==> src/rtl/lsu_pkg.sv <==
// Shared encodings for the load/store unit: RV32 funct3 size codes, FSM states, size helpers.
// ACC2 only exists when LSU_MISALIGNED_EN is defined.
package lsu_pkg;

    localparam logic [2:0] F3_B  = 3'b000;
    localparam logic [2:0] F3_H  = 3'b001;
    localparam logic [2:0] F3_W  = 3'b010;
    localparam logic [2:0] F3_BU = 3'b100;
    localparam logic [2:0] F3_HU = 3'b101;

`ifdef LSU_MISALIGNED_EN
    typedef enum logic [1:0] {IDLE = 2'd0, ACC1 = 2'd1, ACC2 = 2'd2, RESP = 2'd3} state_t;
`else
    typedef enum logic [1:0] {IDLE = 2'd0, ACC1 = 2'd1, RESP = 2'd3} state_t;
`endif

    // Reserved codes report size 0 so they can never look like a spanning access.
    function automatic logic [2:0] size_bytes(input logic [2:0] funct3);
        case (funct3)
            F3_B, F3_BU: size_bytes = 3'd1;
            F3_H, F3_HU: size_bytes = 3'd2;
            F3_W:        size_bytes = 3'd4;
            default:     size_bytes = 3'd0;
        endcase
    endfunction

    function automatic logic f3_legal(input logic we, input logic [2:0] funct3);
        if (we)
            f3_legal = (funct3 == F3_B) || (funct3 == F3_H) || (funct3 == F3_W);
        else
            f3_legal = (funct3 == F3_B) || (funct3 == F3_H) || (funct3 == F3_W) ||
                       (funct3 == F3_BU) || (funct3 == F3_HU);
    endfunction

endpackage

==> src/rtl/lsu_align.sv <==
// Purpose: store lane shift / byte-enable generation and load byte select, merge and extend.
// Latency: purely combinational.
// Backpressure: none; the caller decides when outputs are used.
module lsu_align
    import lsu_pkg::*;
(
    input  logic [2:0]  funct3,
    input  logic [1:0]  offset,
    input  logic        second,
    input  logic [31:0] st_data,
    output logic [31:0] wr_data,
    output logic [3:0]  byte_en,
    input  logic [31:0] ld_lo,
    input  logic [31:0] ld_hi,
    output logic [31:0] ld_data
);

    logic [7:0]  mask;
    logic [31:0] st_sized;
    logic [63:0] st_wide;
    logic [63:0] ld_wide;
    logic [31:0] raw;

    // A word plus its successor is treated as one 8-lane window so split accesses fall out of a shift.
    always_comb begin
        mask     = 8'h00;
        st_sized = st_data;
        case (size_bytes(funct3))
            3'd1: begin mask = 8'h01; st_sized = {24'b0, st_data[7:0]};  end
            3'd2: begin mask = 8'h03; st_sized = {16'b0, st_data[15:0]}; end
            3'd4: mask = 8'h0F;
            default: mask = 8'h00;
        endcase
        mask    = mask << offset;
        st_wide = {32'b0, st_sized} << {offset, 3'b000};
        wr_data = second ? st_wide[63:32] : st_wide[31:0];
        byte_en = second ? mask[7:4] : mask[3:0];

        ld_wide = {ld_hi, ld_lo} >> {offset, 3'b000};
        raw     = ld_wide[31:0];
        case (funct3)
            F3_B:    ld_data = {{24{raw[7]}}, raw[7:0]};
            F3_H:    ld_data = {{16{raw[15]}}, raw[15:0]};
            F3_BU:   ld_data = {24'b0, raw[7:0]};
            F3_HU:   ld_data = {16'b0, raw[15:0]};
            default: ld_data = raw;
        endcase
    end

endmodule

==> src/rtl/load_store_unit.sv <==
// Purpose: RV32 load/store unit; splits word-spanning accesses when LSU_MISALIGNED_EN is defined, else rejects them.
// Latency: accept to rsp_valid 2 cycles aligned, 3 split, 1 for rejected requests.
// Backpressure: one transaction in flight; req_ready only in IDLE, response held until rsp_ready.
module load_store_unit
    import lsu_pkg::*;
#(
    parameter int ADDR_WIDTH = 32,
    parameter int DATA_WIDTH = 32
) (
    input  logic                  clk,
    input  logic                  rst_n,
    input  logic                  req_valid,
    output logic                  req_ready,
    input  logic                  req_we,
    input  logic [2:0]            req_funct3,
    input  logic [ADDR_WIDTH-1:0] req_addr,
    input  logic [DATA_WIDTH-1:0] req_wdata,
    output logic                  rsp_valid,
    input  logic                  rsp_ready,
    output logic [DATA_WIDTH-1:0] rsp_rdata,
    output logic                  rsp_err,
    output logic [ADDR_WIDTH-1:0] mem_addr,
    input  logic [DATA_WIDTH-1:0] mem_rd_data,
    output logic                  mem_wr_en,
    output logic [ADDR_WIDTH-1:0] mem_wr_addr,
    output logic [DATA_WIDTH-1:0] mem_wr_data,
    output logic [3:0]            mem_byte_en
);

    state_t                state;
    logic                  r_we;
    logic [2:0]            r_f3;
    logic [ADDR_WIDTH-1:0] r_addr;
    logic [DATA_WIDTH-1:0] r_wdata;
    logic [ADDR_WIDTH-1:0] base;
    logic [ADDR_WIDTH-1:0] acc_addr;
    logic                  in_acc;
    logic                  in_second;
    logic                  req_span;
    logic                  req_bad;
    logic [DATA_WIDTH-1:0] ld_lo;
    logic [DATA_WIDTH-1:0] ld_hi;
    logic [DATA_WIDTH-1:0] al_wr_data;
    logic [3:0]            al_byte_en;
    logic [DATA_WIDTH-1:0] ld_data;

    assign req_ready = (state == IDLE);
    assign base      = {r_addr[ADDR_WIDTH-1:2], 2'b00};
    assign req_span  = ({1'b0, req_addr[1:0]} + size_bytes(req_funct3)) > 3'd4;

`ifdef LSU_MISALIGNED_EN
    logic                  r_span;
    logic [DATA_WIDTH-1:0] lo_word;

    assign req_bad   = !f3_legal(req_we, req_funct3);
    assign in_second = (state == ACC2);
    assign in_acc    = (state == ACC1) || (state == ACC2);
    assign acc_addr  = in_second ? base + ADDR_WIDTH'(4) : base;
    assign ld_lo     = in_second ? lo_word : mem_rd_data;
    assign ld_hi     = in_second ? mem_rd_data : '0;
`else
    assign req_bad   = !f3_legal(req_we, req_funct3) || req_span;
    assign in_second = 1'b0;
    assign in_acc    = (state == ACC1);
    assign acc_addr  = base;
    assign ld_lo     = mem_rd_data;
    assign ld_hi     = '0;
`endif

    assign mem_addr    = in_acc ? acc_addr : '0;
    assign mem_wr_addr = in_acc ? acc_addr : '0;
    assign mem_wr_en   = in_acc && r_we;
    assign mem_byte_en = mem_wr_en ? al_byte_en : 4'b0000;
    assign mem_wr_data = mem_wr_en ? al_wr_data : '0;

    lsu_align u_align (
        .funct3  (r_f3),
        .offset  (r_addr[1:0]),
        .second  (in_second),
        .st_data (r_wdata),
        .wr_data (al_wr_data),
        .byte_en (al_byte_en),
        .ld_lo   (ld_lo),
        .ld_hi   (ld_hi),
        .ld_data (ld_data)
    );

    always_ff @(posedge clk or negedge rst_n) begin
        if (!rst_n) begin
            state     <= IDLE;
            r_we      <= 1'b0;
            r_f3      <= 3'b000;
            r_addr    <= '0;
            r_wdata   <= '0;
            rsp_valid <= 1'b0;
            rsp_err   <= 1'b0;
            rsp_rdata <= '0;
`ifdef LSU_MISALIGNED_EN
            r_span    <= 1'b0;
            lo_word   <= '0;
`endif
        end else begin
            case (state)
                IDLE: begin
                    if (req_valid) begin
                        r_we    <= req_we;
                        r_f3    <= req_funct3;
                        r_addr  <= req_addr;
                        r_wdata <= req_wdata;
`ifdef LSU_MISALIGNED_EN
                        r_span  <= req_span;
`endif
                        // Rejected requests never touch memory.
                        if (req_bad) begin
                            state     <= RESP;
                            rsp_valid <= 1'b1;
                            rsp_err   <= 1'b1;
                            rsp_rdata <= '0;
                        end else begin
                            state <= ACC1;
                        end
                    end
                end
                ACC1: begin
`ifdef LSU_MISALIGNED_EN
                    if (r_span) begin
                        lo_word <= mem_rd_data;
                        state   <= ACC2;
                    end else
`endif
                    begin
                        state     <= RESP;
                        rsp_valid <= 1'b1;
                        rsp_err   <= 1'b0;
                        rsp_rdata <= r_we ? '0 : ld_data;
                    end
                end
`ifdef LSU_MISALIGNED_EN
                ACC2: begin
                    state     <= RESP;
                    rsp_valid <= 1'b1;
                    rsp_err   <= 1'b0;
                    rsp_rdata <= r_we ? '0 : ld_data;
                end
`endif
                RESP: begin
                    if (rsp_ready) begin
                        rsp_valid <= 1'b0;
                        state     <= IDLE;
                    end
                end
                default: state <= IDLE;
            endcase
        end
    end

endmodule

==> config.mk <==
export PLATFORM = sky130hd
export DESIGN_NAME = load_store_unit
export DESIGN_NICKNAME = d
export VERILOG_FILES = /design/src/rtl/lsu_pkg.sv /design/src/rtl/lsu_align.sv /design/src/rtl/load_store_unit.sv
export SDC_FILE = /design/constraint.sdc
export NUM_CORES = 1
export LEC_CHECK = 0
export ABC_AREA = 1
export CAP_MARGIN = 10
export CORE_MARGIN = 4
export CORE_UTILIZATION = 40
export DETAILED_ROUTE_END_ITERATION = 16
export PLACE_DENSITY_LB_ADDON = 0.2
export SETUP_SLACK_MARGIN = 0.5
export SLEW_MARGIN = 20
export SYNTH_ARGS = -nofsm -noshare
export SYNTH_HDL_FRONTEND = slang
export SYNTH_SLANG_ARGS = --single-unit
export TNS_END_PERCENT = 20
==> constraint.sdc <==
create_clock -name clk -period 1.51 [get_ports clk]
set_input_delay 0.453 -clock clk [delete_from_list [all_inputs] [get_ports clk]]
set_output_delay 0.453 -clock clk [all_outputs]
set_load 0.01 [all_outputs]
# [After elaboration in Yosys (flattened, before gate mapping)]
# Index checks and enable logic that the tools add are counted.
[totals] register_bits=104 input_bits=104 out_inout_bits=136 word_cells=71
[op_classes] addsub=1 n_lt_le_gt_ge=1 eq_ne=16 shifts=3 n_mux=22 n_reduce_logical=20
[op_table] operator="2-to-1 mux 32 bit" count=5
[op_table] operator="one-hot mux 32 bit (2 select lines)" count=2
[op_table] operator="one-hot mux 32 bit (4 select lines)" count=1
[op_table] operator="<< shifter 32 x 5 -> 32 bit" count=1
[op_table] operator="right shift 32 x 5 -> 32 bit" count=1
[op_table] operator="one-hot mux 3 bit (3 select lines)" count=2
[op_table] operator="== test 3 bit, second input constant" count=5
[op_table] operator="one-hot mux 4 bit (3 select lines)" count=1
[op_table] operator="== test 3 x 1 -> 1 bit, second input constant" count=3
[op_table] operator="== test 3 x 2 -> 1 bit, second input constant" count=3
[op_table] operator="OR reduction 2 bit" count=4
[op_table] operator="logical NOT 3 bit" count=2
[op_table] operator="2-to-1 mux 2 bit" count=3
[op_table] operator="one-hot mux 2 bit (3 select lines)" count=1
[op_table] operator="logical OR 1 bit" count=5
[op_table] operator="2-to-1 mux 1 bit" count=4
[op_table] operator="2-to-1 mux 4 bit" count=1
[op_table] operator="!= test 2 bit, second input constant" count=2
[op_table] operator="AND reduction 2 bit" count=2
[op_table] operator="AND reduction 4 bit" count=1
[op_table] operator="<< shifter 4 x 2 -> 4 bit" count=1
[op_table] operator="adder 2 x 3 -> 3 bit" count=1
[op_table] operator="> comparator 3 bit, second input constant" count=1
[op_table] operator="one-hot mux 1 bit (3 select lines)" count=1
[op_table] operator="10 further kinds" count=10

# [Logic depth before layout (Yosys ltp)]
[depth] word_depth=11 depth_mapped=13 ltp_nobuf=12

# [Cells and area by module]
# A second synthesis with hierarchy kept.
[unflattened] hier_cells=1026 area_unflattened_um2=7029.2
[modules_own_cells] module="load_store_unit" instances=1 cells_per_inst=539 area_per_inst_um2=4825.9 seq_area_each_um2=2602.5
[modules_own_cells] module="lsu_align" instances=1 cells_per_inst=487 area_per_inst_um2=2203.4 seq_area_each_um2=0.0

# [Worst setup path after synthesis]
# No wires, ideal clock.
[synth_path] kind="input -> register" start="in req_funct3[1]" end="reg rsp_rdata[5]" setup_time_ns=0.134 arrival_ns=1.720 required_time_ns=1.376 setup_slack_ns=-0.344 cell_stages=13 n_path_buf=1 cell_sequence="nor2_1 > ha_1 > inv_1 > fa_1 > inv_1 > nand2_1 > nand2_1 > nand2_1 > nand2_1 > nand2_2 > buf_4 > nand2_1 > o21ai_0"
[synth_between] elab_chain_cells=10 elab_cells_between_ends=19 classes_between="add/sub (1); order compare (1); eq/ne (5); mux (2); reduce/logical (10)"
[synth_lines] item="start: declaration" line_no="load_store_unit.sv:15" source="input logic [2:0] req_funct3,"
[synth_lines] item="parallel branches: the longest is 7 deep, another holds adder 2 x 3 -> 3 bit"
[synth_lines] item="logical OR 1 bit *" line_no="load_store_unit.sv:62" source="assign req_bad = !f3_legal(req_we, req_funct3) || req_span;"
[synth_lines] item="!= test 2 x 1 -> 1 bit (no source line) *"
[synth_lines] item="AND reduction 3 bit (no source line) *"
[synth_lines] item="end signal: assignment" line_no="load_store_unit.sv:135" source="rsp_rdata <= r_we ? '0 : ld_data;"
[synth_lines] item="end: declaration" line_no="load_store_unit.sv:20" source="output logic [DATA_WIDTH-1:0] rsp_rdata,"
# Mark *: on every way between the ends.
# A chain may end at the register's enable or synchronous reset.

# [Worst setup path in the final report]
[layout_path] start="reg r_f3[1]" end="out mem_wr_data[26]"
[layout_between] elab_chain_cells=7 elab_cells_between_ends=13 classes_between="eq/ne (6); shift (1); mux (3); reduce/logical (3)"
[layout_lines] item="start: declaration" line_no="load_store_unit.sv:32" source="logic [2:0] r_f3;"
[layout_lines] item="start signal: assignment" line_no="load_store_unit.sv:107" source="r_f3 <= req_funct3;"
[layout_lines] item="== test 3 x 1 -> 1 bit (tied with other cells)" line_no="lsu_pkg.sv:19" source="case (funct3)"
[layout_lines] item="OR reduction 2 bit" line_no="lsu_pkg.sv:19"
[layout_lines] item="one-hot mux 3 bit (3 select lines) *" line_no="lsu_pkg.sv:19"
[layout_lines] item="== test 3 x 2 -> 1 bit / == test 3 x 1 -> 1 bit (equally long branches)" line_no="lsu_align.sv:28" source="case (size_bytes(funct3))"
[layout_lines] item="one-hot mux 32 bit (2 select lines) *" line_no="lsu_align.sv:28"
[layout_lines] item="<< shifter 32 x 5 -> 32 bit *" line_no="lsu_align.sv:35" source="st_wide = {32'b0, st_sized} << {offset, 3'b000};"
[layout_lines] item="2-to-1 mux 32 bit *" line_no="load_store_unit.sv:74" source="assign mem_wr_data = mem_wr_en ? al_wr_data : '0;"
[layout_lines] item="end: declaration" line_no="load_store_unit.sv:26" source="output logic [DATA_WIDTH-1:0] mem_wr_data,"
# Mark *: on every way between the ends. The rest lies on a longest branch, timed or not.

==> impl_results.md <==
* TritonRoute pass-1 iters at 5
* Synth area leaders: dfrtp_1 44%, nand2_1 15%, a21oi_1 7.6%
* Startpoint Class: flop
* CTS sink count at 104
* Pwr Density at 2100 mW/mm²
* Fin crit period at 2.24 ns
* DRC viols at 0
* CP max stage cell: dfrtp_1
* Critical Path Fanout Max at 8
* DP Cell Count at 1234
* N_diodes at 0
* Number of synthesized flops with an enable pin at 0
* CTS tree: done
* Placed inst area at 0.00881 mm²
* CTS root buf: clkbuf_16
* Die Area at 0.0167 mm²
* Num rows at 44
* Routed len/inst at 15.9 µm
* Slack of the critical path at -0.728 ns
* Yosys cell types at 28
* Core ar. at 0.0145 mm²
* Hold slack final at 0.00918 ns
* Yosys top cell area share at 44.2%
* Mapped Cells at 801
* Total global routing overflow at 0
* Cell mode on critical path: o21ai_2
* Worst vdd ir at 1070 µV
* Register area share after synthesis at 44.2%
* Initial antenna violation count at 0
* CTS Buffer Depth at 2
* Total number of vias at 6251
* Pwr Total at 20.3 mW
* Io pins at 240
* Leakage Power at 4.96 nW
* DP Wirelength at 13.9 mm
* Layout area overhead at 64.3%
* Worst-path cell chain: inv_6, nand2_4, clkinvlp_4, buf_12, buf_6, nor2_4, o21ai_2, buf_4, o21ai_2, buf_2
* Layer with the highest usage: met2
* FILL cells at 1247
* WL final at 20.3 mm
* Kind of critical path: flop to output port
* Worst R2R Start: r_addr[0]
* Mapped cell area at 0.00588 mm²
* HP Class: primary input to asynchronous set/reset pin
* Final clock skew at 0.00949 ns
* Top delay family on crit path: buffers and inverters
* Main flop type after synthesis: dfrtp_1
* Max Cap Violations at 0
* Starting Density at 40.6%
* Yosys reg bits at 104
* M1 GR Usage at 30.0%
* WP buf/inv at 6
* RSZ-0062 raised after global routing: yes
* First-pass GRT wire length at 30.4 mm
* Post-route setup TNS at -57.42 ns
* Element type at the critical path end: output port
* Fraction of layout cells with a size suffix above 1 at 40.2%
* Failing checks: negative setup slack
* Height of the die at 129 µm
* Num CTS Buffers at 9
* Top cell type by total area after synthesis: dfrtp_1
* Post-DR vias/cell at 4.91
* Fin. max-slew vios at 0
* GR Util met3 at 4.58%
* Buffers added on ports at 235
* Vias in the first global route at 6027
* CTS H-Tree Depth at 3
* Post-route cell area at 0.00967 mm²
* Final ANT Viol Nets at 0
* Slowest stage delay, CP at 0.42 ns
* Final Cycle Share at 148%
* Fmax at 447 MHz
* Mapped Avg Cell Area at 7.35 µm²
* Outcome: finished, violations left
* Initial DRC Count at 450
* Fin. Hold Viols at 0
* Critical path arrival at 1.79 ns
* Worst Setup SP: r_f3[1]
* Width of the chip at 129 µm
* Maximum number of pins on one net before global-route repair at 64
* Synthesis Warnings at 0
* Fraction of registers with async set/reset at 100%
* WP data required at 1.06 ns
* Met2 Usage GRT at 38.4%
* Final setup fails at 133
* Worst-Skew Late Latency at 0.36 ns
* Routability cong. at 0.910
* Nets at 1189
* GRT Util Overall at 22.9%
* Layout Cells excl Fill at 1272
* Clock slew at reported path FFs at 0.07 ns
placed cells by master (no fill, tap or decap), types with 4 or more instances in the layout:
cell type | netlist | final
clkdlybuf4s50_1 | 0 | 98
clkbuf_16 | 0 | 13
nand2_1 | 237 | 218
nor2_4 | 2 | 45
nand3_4 | 2 | 4
a21oi_2 | 1 | 12
buf_12 | 0 | 12
nand2_4 | 2 | 10
nand3_1 | 46 | 36
buf_4 | 41 | 84
nor2_2 | 2 | 39
mux2_2 | 9 | 9
buf_6 | 3 | 27
conb_1 | 1 | 4
o21ai_2 | 0 | 12
mux2_1 | 7 | 6
buf_2 | 26 | 113
inv_1 | 59 | 56
a21oi_1 | 89 | 77
inv_2 | 4 | 5
nor2_1 | 100 | 20
nor3_4 | 0 | 6
o21ai_1 | 1 | 14
nand3_2 | 0 | 9
nand2_2 | 2 | 12
dfrtp_1 | 104 | 102
o21ai_0 | 39 | 14
kinds of logic after synthesis:
group                    Yosys count  share of synthesized area (%)
buffers and inverters            145                           12.9
multiplexers                      16                           3.06
other                              1                         0.0637
flip-flops                       104                           44.2
adder cells (fa/ha/maj)            2                          0.553
AO/OA/AOI/OAI                    130                           11.1
AND/OR/NAND/NOR                  403                           28.0
power breakdown:
part	internal, mW	total (mW)	switching, mW	leakage [nW]
Sequential	4.06	4.79	0.732	1.24
Combinational	5.88	13.3	7.38	3.59
Clock	1.13	2.23	1.10	0.129
area by class of cell:
type                    instances  area, µm²  area share (%)
well taps                     184        230            2.38
clock inverters                 6       46.3           0.479
clock buffers                  10        229            2.37
repair buffers                346       2970            30.7
multi-input cells             556       3320            34.4
flip-flops and latches        104       2610            26.9
inverters                      66        267            2.76
path summary, 6_finish.rpt:
| path | to | slack, ns | depth (start not counted) |
|---|---|---|---|
| hold reg to reg | rsp_rdata[27] | 0.47 | 2 |
| setup / recovery | mem_wr_data[26] | -0.73 | 10 |
| setup reg to reg | rsp_rdata[30] | -0.20 | 8 |
| max in group asynchronous | r_we | 0.98 | 2 |
| min in group clk | rsp_rdata[27] | 0.47 | 2 |
| hold / removal | rsp_rdata[3] | 0.009 | 1 |
synth_stat cells (2+ instances only):
cell type,count
a21oi_1,89
buf_2,26
buf_4,41
buf_6,3
clkbuf_1,9
dfrtp_1,104
inv_1,59
inv_2,4
mux2_1,7
mux2_2,9
nand2_1,237
nand2_2,2
nand2_4,2
nand3_1,46
nand3_4,2
nor2_1,100
nor2_2,2
nor2_4,2
nor3_1,10
o21ai_0,39
metal layers:
metal	vias to the layer above	wire length [µm]	share of wire [%]
met5	-	0	0
met4	0	384	1.9
met3	25	1490	7.4
met2	235	10100	50
met1	2933	8350	41
li1	3058	-	-
stage by stage:
| step | setup slack (ns) | utilization (%) |
|---|---|---|
| finish | -0.728 | 66.8 |
| global route | -0.830 | 66.8 |
| CTS | -0.731 | 63.4 |
| detailed placement | -0.946 | 60.9 |
| global placement | -0.887 | 60.9 |
| floorplan | -0.323 | - |
what timing repair did:
action                                  CTS  global route
buffers inserted                         10             4
endpoints found under the setup margin  236           236
resized for setup                       653           157
gates cloned                              3             5
pin swaps                                16            23
hold buffers                              0             0
hold endpoints to repair                  0             0
sequential cells by signal, summed over array words and instances (netlist names):
name,cells
state,2
r_we,1
rsp_rdata,32
rsp_valid,1
rsp_err,1
r_wdata,32
r_addr,32
r_f3,3
(Power assumes the default switching activity.)
